<file path="src/rtl/ct_cc_pkg.sv">
// Shared definitions for the clock-crossing FIFO read and write controllers:
// default geometry and Gray/binary pointer conversion helpers.
package ct_cc_pkg;

    localparam int CC_ADDR_WIDTH  = 5;
    localparam int CC_SYNC_STAGES = 3;
    localparam int CC_PTR_MAXW    = 32;

    // Pointers of any width up to CC_PTR_MAXW are zero-extended into this
    // type. The conversions stay exact in the low bits because the
    // zero-extended upper bits contribute nothing.
    typedef logic [CC_PTR_MAXW-1:0] cc_ptr_t;

    function automatic cc_ptr_t bin2gray(input cc_ptr_t b);
        return b ^ (b >> 1);
    endfunction

    function automatic cc_ptr_t gray2bin(input cc_ptr_t g);
        cc_ptr_t b;
        b[CC_PTR_MAXW-1] = g[CC_PTR_MAXW-1];
        for (int i = CC_PTR_MAXW - 2; i >= 0; i--) begin
            b[i] = b[i+1] ^ g[i];
        end
        return b;
    endfunction

endpackage

</file>
<file path="src/rtl/ct_cc_rd_ctrl_if.sv">
// Read-side bundle of the clock-crossing FIFO: pointer exchange with the
// write domain, the RAM read port and the valid/ready consumer port.
interface ct_cc_rd_ctrl_if #(
    parameter int WIDTH      = 1,
    parameter int ADDR_WIDTH = 5
);
    logic [ADDR_WIDTH:0]   i_wrgray;
    logic [ADDR_WIDTH:0]   o_rdgray;
    logic [ADDR_WIDTH-1:0] o_ram_addr;
    logic                  o_ram_rden;
    logic [WIDTH-1:0]      i_ram_data;
    logic [WIDTH-1:0]      o_data;
    logic                  o_valid;
    logic                  i_ready;
    logic [ADDR_WIDTH:0]   o_rdusedw;

    // Read controller side
    modport master (
        input  i_wrgray, i_ram_data, i_ready,
        output o_rdgray, o_ram_addr, o_ram_rden, o_data, o_valid, o_rdusedw
    );

    // RAM / write side / consumer
    modport slave (
        output i_wrgray, i_ram_data, i_ready,
        input  o_rdgray, o_ram_addr, o_ram_rden, o_data, o_valid, o_rdusedw
    );
endinterface

</file>
<file path="src/rtl/ct_cc_sync.sv">
// Multi-bit flop-chain synchronizer. Only safe for Gray-coded buses where at
// most one bit changes per source clock. chain_q[0] is the false-path target.
module ct_cc_sync #(
    parameter int W      = 6,
    parameter int STAGES = 3   // must be >= 2
) (
    input  logic         clk,
    input  logic         arst,
    input  logic [W-1:0] d_i,
    output logic [W-1:0] q_o,
    output logic [W-1:0] q_nx_o
);
    logic [STAGES-1:0][W-1:0] chain_q;

    // Shift the asynchronous bus through the chain
    always_ff @(posedge clk or posedge arst) begin
        if (arst) chain_q <= '0;
        else      chain_q <= {chain_q[STAGES-2:0], d_i};
    end

    assign q_o    = chain_q[STAGES-1];
    // Value the output stage loads on the next edge
    assign q_nx_o = chain_q[STAGES-2];
endmodule

</file>
<file path="src/rtl/ct_cc_rd_ctrl.sv">
// Read-side controller of a dual-clock FIFO. Synchronizes the write pointer,
// issues RAM reads while the FIFO is non-empty, and hides the one-cycle RAM
// latency with a 2-entry skid buffer so a word can be delivered every cycle.
module ct_cc_rd_ctrl
    import ct_cc_pkg::*;
#(
    parameter int WIDTH       = 1,
    parameter int ADDR_WIDTH  = CC_ADDR_WIDTH,
    parameter int SYNC_STAGES = CC_SYNC_STAGES
) (
    input logic             rdclk,
    input logic             rdarst,
    ct_cc_rd_ctrl_if.master rd
);
    localparam int             PW      = ADDR_WIDTH + 1;
    localparam logic [PW-1:0]  PTR_ONE = PW'(1);

    logic [PW-1:0] sync_wrgray, sync_wrgray_nx;
    logic [PW-1:0] sync_wrbin, sync_wrbin_nx;

    logic [PW-1:0] rdbin_q, rdbin_d;
    logic [PW-1:0] rdgray_q, rdgray_d;
    logic [PW-1:0] rdusedw_q, rdusedw_d;

    logic                  rd_vld_q;         // RAM read in flight
    logic [1:0][WIDTH-1:0] buf_q;
    logic                  buf_wp_q, buf_wp_d;
    logic                  buf_rp_q, buf_rp_d;
    logic [1:0]            buf_cnt_q, buf_cnt_d;
    logic [1:0]            entries;

    logic empty, xfer, rden;

    ct_cc_sync #(
        .W      (PW),
        .STAGES (SYNC_STAGES)
    ) u_wrsync (
        .clk    (rdclk),
        .arst   (rdarst),
        .d_i    (rd.i_wrgray),
        .q_o    (sync_wrgray),
        .q_nx_o (sync_wrgray_nx)
    );

    assign sync_wrbin    = PW'(gray2bin(cc_ptr_t'(sync_wrgray)));
    assign sync_wrbin_nx = PW'(gray2bin(cc_ptr_t'(sync_wrgray_nx)));

    // Only registered state feeds empty, so a pointer arriving this cycle
    // cannot trigger a read until it has been loaded into the last stage.
    assign empty   = (rdbin_q == sync_wrbin);
    assign entries = buf_cnt_q + {1'b0, rd_vld_q};
    assign xfer    = rd.o_valid & rd.i_ready;
    // Credit: at most two words held or in flight; a transfer frees one now
    assign rden    = !empty && ((entries < 2'd2) || xfer);

    // Next-state of the read pointer and the values registered from it
    always_comb begin
        rdbin_d   = rden ? (rdbin_q + PTR_ONE) : rdbin_q;
        rdgray_d  = PW'(bin2gray(cc_ptr_t'(rdbin_d)));
        // Pair the post-edge synchronized write pointer with the post-edge
        // read pointer so the registered count matches the registered state.
        rdusedw_d = sync_wrbin_nx - rdbin_d;
    end

    // Skid buffer bookkeeping: capture one cycle after rden, pop on transfer
    always_comb begin
        buf_wp_d  = buf_wp_q ^ rd_vld_q;
        buf_rp_d  = buf_rp_q ^ xfer;
        buf_cnt_d = buf_cnt_q;
        case ({rd_vld_q, xfer})
            2'b10:   buf_cnt_d = buf_cnt_q + 2'd1;
            2'b01:   buf_cnt_d = buf_cnt_q - 2'd1;
            default: buf_cnt_d = buf_cnt_q;
        endcase
    end

    // Pointer, credit and buffer control state
    always_ff @(posedge rdclk or posedge rdarst) begin
        if (rdarst) begin
            rdbin_q   <= '0;
            rdgray_q  <= '0;
            rdusedw_q <= '0;
            rd_vld_q  <= 1'b0;
            buf_wp_q  <= 1'b0;
            buf_rp_q  <= 1'b0;
            buf_cnt_q <= '0;
        end else begin
            rdbin_q   <= rdbin_d;
            rdgray_q  <= rdgray_d;
            rdusedw_q <= rdusedw_d;
            rd_vld_q  <= rden;
            buf_wp_q  <= buf_wp_d;
            buf_rp_q  <= buf_rp_d;
            buf_cnt_q <= buf_cnt_d;
        end
    end

    // Buffer storage carries no reset; validity comes from buf_cnt_q
    always_ff @(posedge rdclk) begin
        if (rd_vld_q) buf_q[buf_wp_q] <= rd.i_ram_data;
    end

    assign rd.o_rdgray   = rdgray_q;
    assign rd.o_rdusedw  = rdusedw_q;
    assign rd.o_ram_addr = rdbin_q[ADDR_WIDTH-1:0];
    assign rd.o_ram_rden = rden;
    assign rd.o_valid    = (buf_cnt_q != 2'd0);
    assign rd.o_data     = buf_q[buf_rp_q];

endmodule

</file>
<file path="src/flat_wrapper.sv">
// flat-port wrapper written by rule: the top's interface ports become plain ports
module ct_cc_rd_ctrl_flat import ct_cc_pkg::*;
#(
    parameter int WIDTH       = 1,
    parameter int ADDR_WIDTH  = CC_ADDR_WIDTH,
    parameter int SYNC_STAGES = CC_SYNC_STAGES
)
  (rdclk, rdarst, rd_i_wrgray, rd_i_ram_data, rd_i_ready, rd_o_rdgray, rd_o_ram_addr, rd_o_ram_rden, rd_o_data, rd_o_valid, rd_o_rdusedw);
  ct_cc_rd_ctrl_if #(.WIDTH(WIDTH), .ADDR_WIDTH(ADDR_WIDTH)) rd_i ();
  input logic rdclk;
  input logic rdarst;
  input wire logic [$bits(rd_i.i_wrgray)-1:0] rd_i_wrgray;
  input wire logic [$bits(rd_i.i_ram_data)-1:0] rd_i_ram_data;
  input wire logic [$bits(rd_i.i_ready)-1:0] rd_i_ready;
  output wire logic [$bits(rd_i.o_rdgray)-1:0] rd_o_rdgray;
  output wire logic [$bits(rd_i.o_ram_addr)-1:0] rd_o_ram_addr;
  output wire logic [$bits(rd_i.o_ram_rden)-1:0] rd_o_ram_rden;
  output wire logic [$bits(rd_i.o_data)-1:0] rd_o_data;
  output wire logic [$bits(rd_i.o_valid)-1:0] rd_o_valid;
  output wire logic [$bits(rd_i.o_rdusedw)-1:0] rd_o_rdusedw;
  assign rd_i.i_wrgray = rd_i_wrgray;
  assign rd_i.i_ram_data = rd_i_ram_data;
  assign rd_i.i_ready = rd_i_ready;
  assign rd_o_rdgray = rd_i.o_rdgray;
  assign rd_o_ram_addr = rd_i.o_ram_addr;
  assign rd_o_ram_rden = rd_i.o_ram_rden;
  assign rd_o_data = rd_i.o_data;
  assign rd_o_valid = rd_i.o_valid;
  assign rd_o_rdusedw = rd_i.o_rdusedw;
  ct_cc_rd_ctrl #(.WIDTH(WIDTH), .ADDR_WIDTH(ADDR_WIDTH), .SYNC_STAGES(SYNC_STAGES)) u_core (.rdclk(rdclk), .rdarst(rdarst), .rd(rd_i));
endmodule
</file>
<file path="config.mk">
export PLATFORM = sky130hd
export DESIGN_NAME = ct_cc_rd_ctrl_flat
export DESIGN_NICKNAME = d
export VERILOG_FILES = /design/src/rtl/ct_cc_pkg.sv /design/src/rtl/ct_cc_rd_ctrl_if.sv /design/src/rtl/ct_cc_sync.sv /design/src/rtl/ct_cc_rd_ctrl.sv /design/src/flat_wrapper.sv
export SDC_FILE = /design/constraint.sdc
export NUM_CORES = 1
export LEC_CHECK = 0
export BUFFER_PORTS_ARGS = -buffer_cell sky130_fd_sc_hd__buf_2
export CAP_MARGIN = 20
export CORE_AREA = 2 2 71 73
export DETAILED_ROUTE_END_ITERATION = 7
export DIE_AREA = 0 0 73 75
export PLACE_DENSITY = 0.64
export SYNTH_ARGS = -nofsm -noshare
export SYNTH_HDL_FRONTEND = slang
export SYNTH_SLANG_ARGS = --single-unit
</file>
<file path="constraint.sdc">
create_clock -name rdclk -period 6.86 [get_ports rdclk]
set_input_delay 1.372 -clock rdclk [delete_from_list [all_inputs] [get_ports rdclk]]
set_output_delay 1.372 -clock rdclk [all_outputs]
set_load 0.05 [all_outputs]
</file>
# Word-level counts from Yosys, hierarchy flattened
# Index checks and enable logic that the tools add are counted.
[word_totals] ff_bits=43 inputBits=10 word_cells=51
[classes] add_sub_neg=5 order_cmp=4 n_eq_ne=3 n_mux=7 bitwise_logic=14 n_reduce_logical=6
[ops] operator="1-bit bitwise XOR" n=12
[ops] operator="6-bit by 1-bit adder with 6-bit output (second input constant)" n=1
[ops] operator="6-bit equality test" n=1
[ops] operator="6-bit 2-to-1 mux" n=1
[ops] operator="6-bit subtractor" n=1
[ops] operator="6-bit by 5-bit bitwise XOR with 6-bit output" n=1
[ops] operator="1-bit by 2-bit < comparator with 1-bit output (second input constant)" n=2
[ops] operator="2-bit one-hot mux with 2 select lines" n=1
[ops] operator="2-bit nonzero test" n=2
[ops] operator="1-bit 2-to-1 mux" n=3
[ops] operator="2-bit by 1-bit adder with 2-bit output" n=1
[ops] operator="2-bit by 1-bit adder with 2-bit output (second input constant)" n=1
[ops] operator="2-bit bitwise mux" n=1
[ops] operator="2-bit by 1-bit equality test with 1-bit output (second input constant)" n=1
[ops] operator="2-bit equality test (second input constant)" n=1
[ops] operator="1-bit logical AND" n=2
[ops] operator="2-bit < comparator (second input constant)" n=1
[ops] operator="2-bit by 1-bit subtractor with 2-bit output (second input constant)" n=1
[ops] operator="1-bit AND" n=1
[ops] operator="1-bit demux with 1-bit select" n=1
[ops] operator="1-bit >= comparator (second input constant)" n=1
[ops] operator="1-bit logical NOT" n=1
[ops] operator="1-bit logical OR" n=1

# Longest topological paths before layout
[logic_depth] depth_word=10 ltp_mapped=13 depth_no_buf=12

# Modules after synthesis
# Synthesis repeated with hierarchy kept, for this count alone.
[unflattened] hier_cells=154 hier_area_um2=2009.4
[modules_own_cells] module="ct_cc_rd_ctrl" instances=1 cells_per_inst=123 area_each_um2=1465.2 seq_area_each_um2=610.6
[modules_own_cells] module="ct_cc_sync" instances=1 cells_per_inst=31 area_each_um2=544.3 seq_area_each_um2=450.4

# Least setup slack after synthesis
# No wires, ideal clock.
[synth_timing] path_type="input to register" from="input rd_i_ready" to="register u_core.rdusedw_q[4], in the netlist u_core.rd.o_rdusedw[4]" arrival_ps=3714 t_required_ps=6727 path_slack_ps=3012 cell_stages=9 path_buffers=0 path_cell_list="o21ba_2 > a21oi_1 > xor2_1 > ha_1 > inv_1 > ha_1 > a211oi_2 > mux2i_1 > xnor2_1"
[synth_via] elab_chain_cells=5
[synth_lines] item="start: declaration" line_no="flat_wrapper.sv:14" text="input wire logic [$bits(rd_i.i_ready)-1:0] rd_i_ready;"
[synth_lines] item="1-bit AND" line_no="ct_cc_rd_ctrl.sv:52" text="assign xfer = rd.o_valid & rd.i_ready;"
[synth_lines] item="1-bit logical OR" line_no="ct_cc_rd_ctrl.sv:54" text="assign rden = !empty && ((entries < 2'd2) || xfer);"
[synth_lines] item="1-bit logical AND" line_no="ct_cc_rd_ctrl.sv:54"
[synth_lines] item="net rd_o_ram_rden" line_no="flat_wrapper.sv:17" text="output wire logic [$bits(rd_i.o_ram_rden)-1:0] rd_o_ram_rden;"
[synth_lines] item="6-bit 2-to-1 mux" line_no="ct_cc_rd_ctrl.sv:58" text="rdbin_d = rden ? (rdbin_q + PTR_ONE) : rdbin_q;"
[synth_lines] item="net u_core.rdbin_d[0]" line_no="ct_cc_rd_ctrl.sv:21" text="logic [PW-1:0] rdbin_q, rdbin_d;"
[synth_lines] item="6-bit subtractor" line_no="ct_cc_rd_ctrl.sv:62" text="rdusedw_d = sync_wrbin_nx - rdbin_d;"
[synth_lines] item="net u_core.rdusedw_d[4]" line_no="ct_cc_rd_ctrl.sv:23" text="logic [PW-1:0] rdusedw_q, rdusedw_d;"
[synth_lines] item="end signal: assignment" line_no="ct_cc_rd_ctrl.sv:90" text="rdusedw_q <= rdusedw_d;"
[synth_lines] item="end: declaration" line_no="ct_cc_rd_ctrl.sv:23"
# The timed path passes the listed nets, and every way through them passes these cells.
# A chain may end at the register's enable or synchronous reset.

# Final worst setup path
[layout_timing] from="input rd_i_ready" to="output rd_o_ram_rden"
[layout_via] elab_chain_cells=3
[layout_lines] item="1-bit AND" line_no="ct_cc_rd_ctrl.sv:52"
[layout_lines] item="1-bit logical OR" line_no="ct_cc_rd_ctrl.sv:54"
[layout_lines] item="1-bit logical AND" line_no="ct_cc_rd_ctrl.sv:54"
[layout_lines] item="end: declaration" line_no="flat_wrapper.sv:17"
# Every way passes these cells.

==> flow_metrics.env <==
export IMPL_clk_latency_ns=0.29
export IMPL_cts_hold_fix_buffers=0
export IMPL_place_ws_ns=3.160
export IMPL_drive_gt1_frac=0.2464
export IMPL_placed_area_mm2=0.002246
export IMPL_cts_sinks=42
export IMPL_syn_avg_cell_area_um2=11.93
export IMPL_hold_depth=0
export IMPL_cap_viol_max_count=0
export IMPL_diodes=0
export IMPL_synthArstFlopShare=0.9524
export IMPL_route_detailed_drc=0
export IMPL_die_h_um=75
export IMPL_numCtsBuffers=5
export IMPL_fill_cells=432
export IMPL_fp_row_count=25
export IMPL_syn_area_mm2=0.002041
export IMPL_portBuffers=29
export IMPL_period_minus_slack_ns=3.681
export IMPL_clock_path_buffers=2
export IMPL_io_pins=30
export IMPL_finalWirelength_um=3401
export IMPL_r2r_end="u_core.rd.o_rdusedw[4]"
export IMPL_tightest_slew_ns=0.6947
export IMPL_design_core_area_mm2=0.004661
export IMPL_post_cts_buffers=0
export IMPL_synth_nets=188
export IMPL_nNetsFinal=223
export IMPL_r2r_start="u_core.u_wrsync.q_o[5]"
export IMPL_path_max_fanout=6
export IMPL_fin_cells=261
export IMPL_post_drt_wl_per_cell_um=13.03
export IMPL_ys_seq_area_frac=0.5199
export IMPL_slew_viol_final=0
export IMPL_grt_antenna_before_repair=0
export IMPL_path_clk_slew_ns=0.07
export IMPL_final_antenna_net_count=0
export IMPL_finalSetupTns_ns=0
export IMPL_grt_pass1_wl_um=5526
export IMPL_slew_headroom=0.5353
export IMPL_rr_worst_depth=11
export IMPL_ff2ff_setup_slack_ns=3.47
export IMPL_setup_viol=0
export IMPL_area_delta_synth_final_pct=15.45
export IMPL_rsz0062_at_grt="no"
export IMPL_die_area_mm2=0.005475
export IMPL_hold_class="reg -> reg"
export IMPL_synth_compound_area_share=0.1097
export IMPL_grt_max_degree=41
export IMPL_yosys_area_share_simple=0.1147
export IMPL_drt_first_pass_iters=4
export IMPL_cts_resized=0
export IMPL_place_congestion=0.8321
export IMPL_fin_area_mm2=0.002356
export IMPL_synthFlopType="dfrtp_1"
export IMPL_viasPerCell=5.019
export IMPL_synth_adder_area_share=0.04292
export IMPL_synth_warnings=0
export IMPL_synth_seq_cells=42
export IMPL_synth_top_family_by_area="XOR/XNOR gates"
export IMPL_synth_edf_count=2
export IMPL_worstPathArrival_ns=2.31
export IMPL_cts_htree_levels=2
export IMPL_grt_ovfl_total=0
export IMPL_dp_cells=253
export IMPL_final_hold_viol_count=0
export IMPL_hpwl_um=2490
export IMPL_status="completed"
export IMPL_cts_tree="yes"
export IMPL_hp_start="u_core.u_wrsync.chain_q[1]"
export IMPL_grt_total_usage=0.1347
export IMPL_required_ns=5.49
export IMPL_worstHoldEndpoint="u_core.u_wrsync.q_nx_o[1]"
export IMPL_cp_start_kind="input pin"
export IMPL_path_class="in -> out"
export IMPL_synthMuxAreaShare=0.02023
export IMPL_dieWidth_um=73
export IMPL_timing_fmax_mhz=271.6
export IMPL_drtIter0Drc=59
export IMPL_grt_pass1_vias=1208
export IMPL_end_kind="output pin"
export IMPL_clock_skew_ns=0.008901
export IMPL_yosysUniqueCellTypes=47
export IMPL_initial_utilization=0.4379
export IMPL_fin_ws_ns=3.179
export IMPL_vias=1310
export IMPL_synth_cells=171
export IMPL_fin_crit_sh=0.5367
export IMPL_synth_xor_area_share=0.1613
export IMPL_clockRootBuffer="clkbuf_8"
cells by family after synthesis:
family,after synthesis
AOI/OAI and AO/OA,28
xor gates and xnor gates,34
adders and majority gates,7
buffers and inverters,15
DFF,42
muxes,4
and+or+nand+nor,41
cell usage after synthesis (all sizes together) (2+ instances only):
cell type	number	area [um2]
xnor2	24	217.7
inv	13	48.79
and3	6	37.54
nand3	3	15.01
o211ai	2	20.02
a211oi	3	27.52
dfrtp	40	1001
a21boi	3	33.78
xor2	9	86.34
nand4	3	18.77
mux2i	3	30.03
and2	3	18.77
a21oi	7	35.03
or2	2	12.51
nor2	8	30.03
nand2	9	33.78
o21ai	2	10.01
ha	7	87.58
edfxtp	2	60.06
layer usage:
metal / wire [um] / GRT usage
met3: 202 / 0.03882
met5: 0 / 0
met4: 22 / 0.05556
met2: 1659 / 0.2152
met1: 1517 / 0.1730
critical path, stage by stage:
cell	delay, ns
buf_2	0.09
o21ba_2	0.18
a21oi_1	0.33
buf_2	0.34
placed cells by master, fill, tap and decap left out, types with 2 or more instances in the layout:
cell type	instances
ha_1	7
nand4_1	3
nor2_1	8
buf_2	29
mux2i_1	3
xnor2_1	23
clkbuf_8	5
a211oi_1	2
a21oi_1	7
xor2_1	8
or2_2	2
edfxtp_1	2
o21ai_0	2
and2_1	3
nand3_1	3
and3_1	6
a21boi_0	2
dfrtp_1	40
inv_1	12
nand2_1	9
registers in the layout (all words and copies together), names as in the netlist:
register                 flops
u_core.rd.o_rdusedw          6
u_core.rdbin_q               6
u_core.u_wrsync.chain_q      6
u_core.u_wrsync.q_nx_o       6
u_core.u_wrsync.q_o          6
u_core.rd.o_rdgray           5
u_core.buf_cnt_q             2
u_core.buf_q                 2
u_core.buf_rp_q              1
u_core.buf_wp_q              1
u_core.rd_vld_q              1
how the worst max path moves through the flow:
stage,from,slack [ns],to,cells past startpoint
6_report,rd_i_ready,3.18,rd_o_ram_rden,4
5_1_grt,u_core.u_wrsync.q_o[4],3.03,rd_o_ram_rden,5
4_1_cts,u_core.u_wrsync.q_o[4],3.15,rd_o_ram_rden,5
3_5_place_dp,rd_i_ready,3.16,rd_o_ram_rden,4
3_3_place_gp,rd_i_ready,3.20,rd_o_ram_rden,4
2_1_floorplan,rd_i_ready,3.01,u_core.rd.o_rdusedw[4],9
through the flow:
| stage | hold WS, ns | util |
|---|---|---|
| global placement | 0.3320 | 0.4819 |
| floorplan | 0.3312 | - |
| detailed placement | 0.3347 | 0.4819 |
| global route | 0.3596 | 0.5055 |
| CTS | 0.3520 | 0.5055 |
| finish | 0.3491 | 0.5055 |
final cells by class:
type	count	area [um2]	area share
inverters	13	48.80	0.02071
repair buffers	30	152.6	0.06479
clock buffers	6	72.57	0.03080
flip-flops and latches	42	1061	0.4503
multi-input cells	114	915.9	0.3887
clock inverters	2	37.54	0.01593
well taps	54	67.56	0.02868
Power is not shown: default switching activity piles up to over one toggle a cycle in this logic, so the estimate is an artifact.
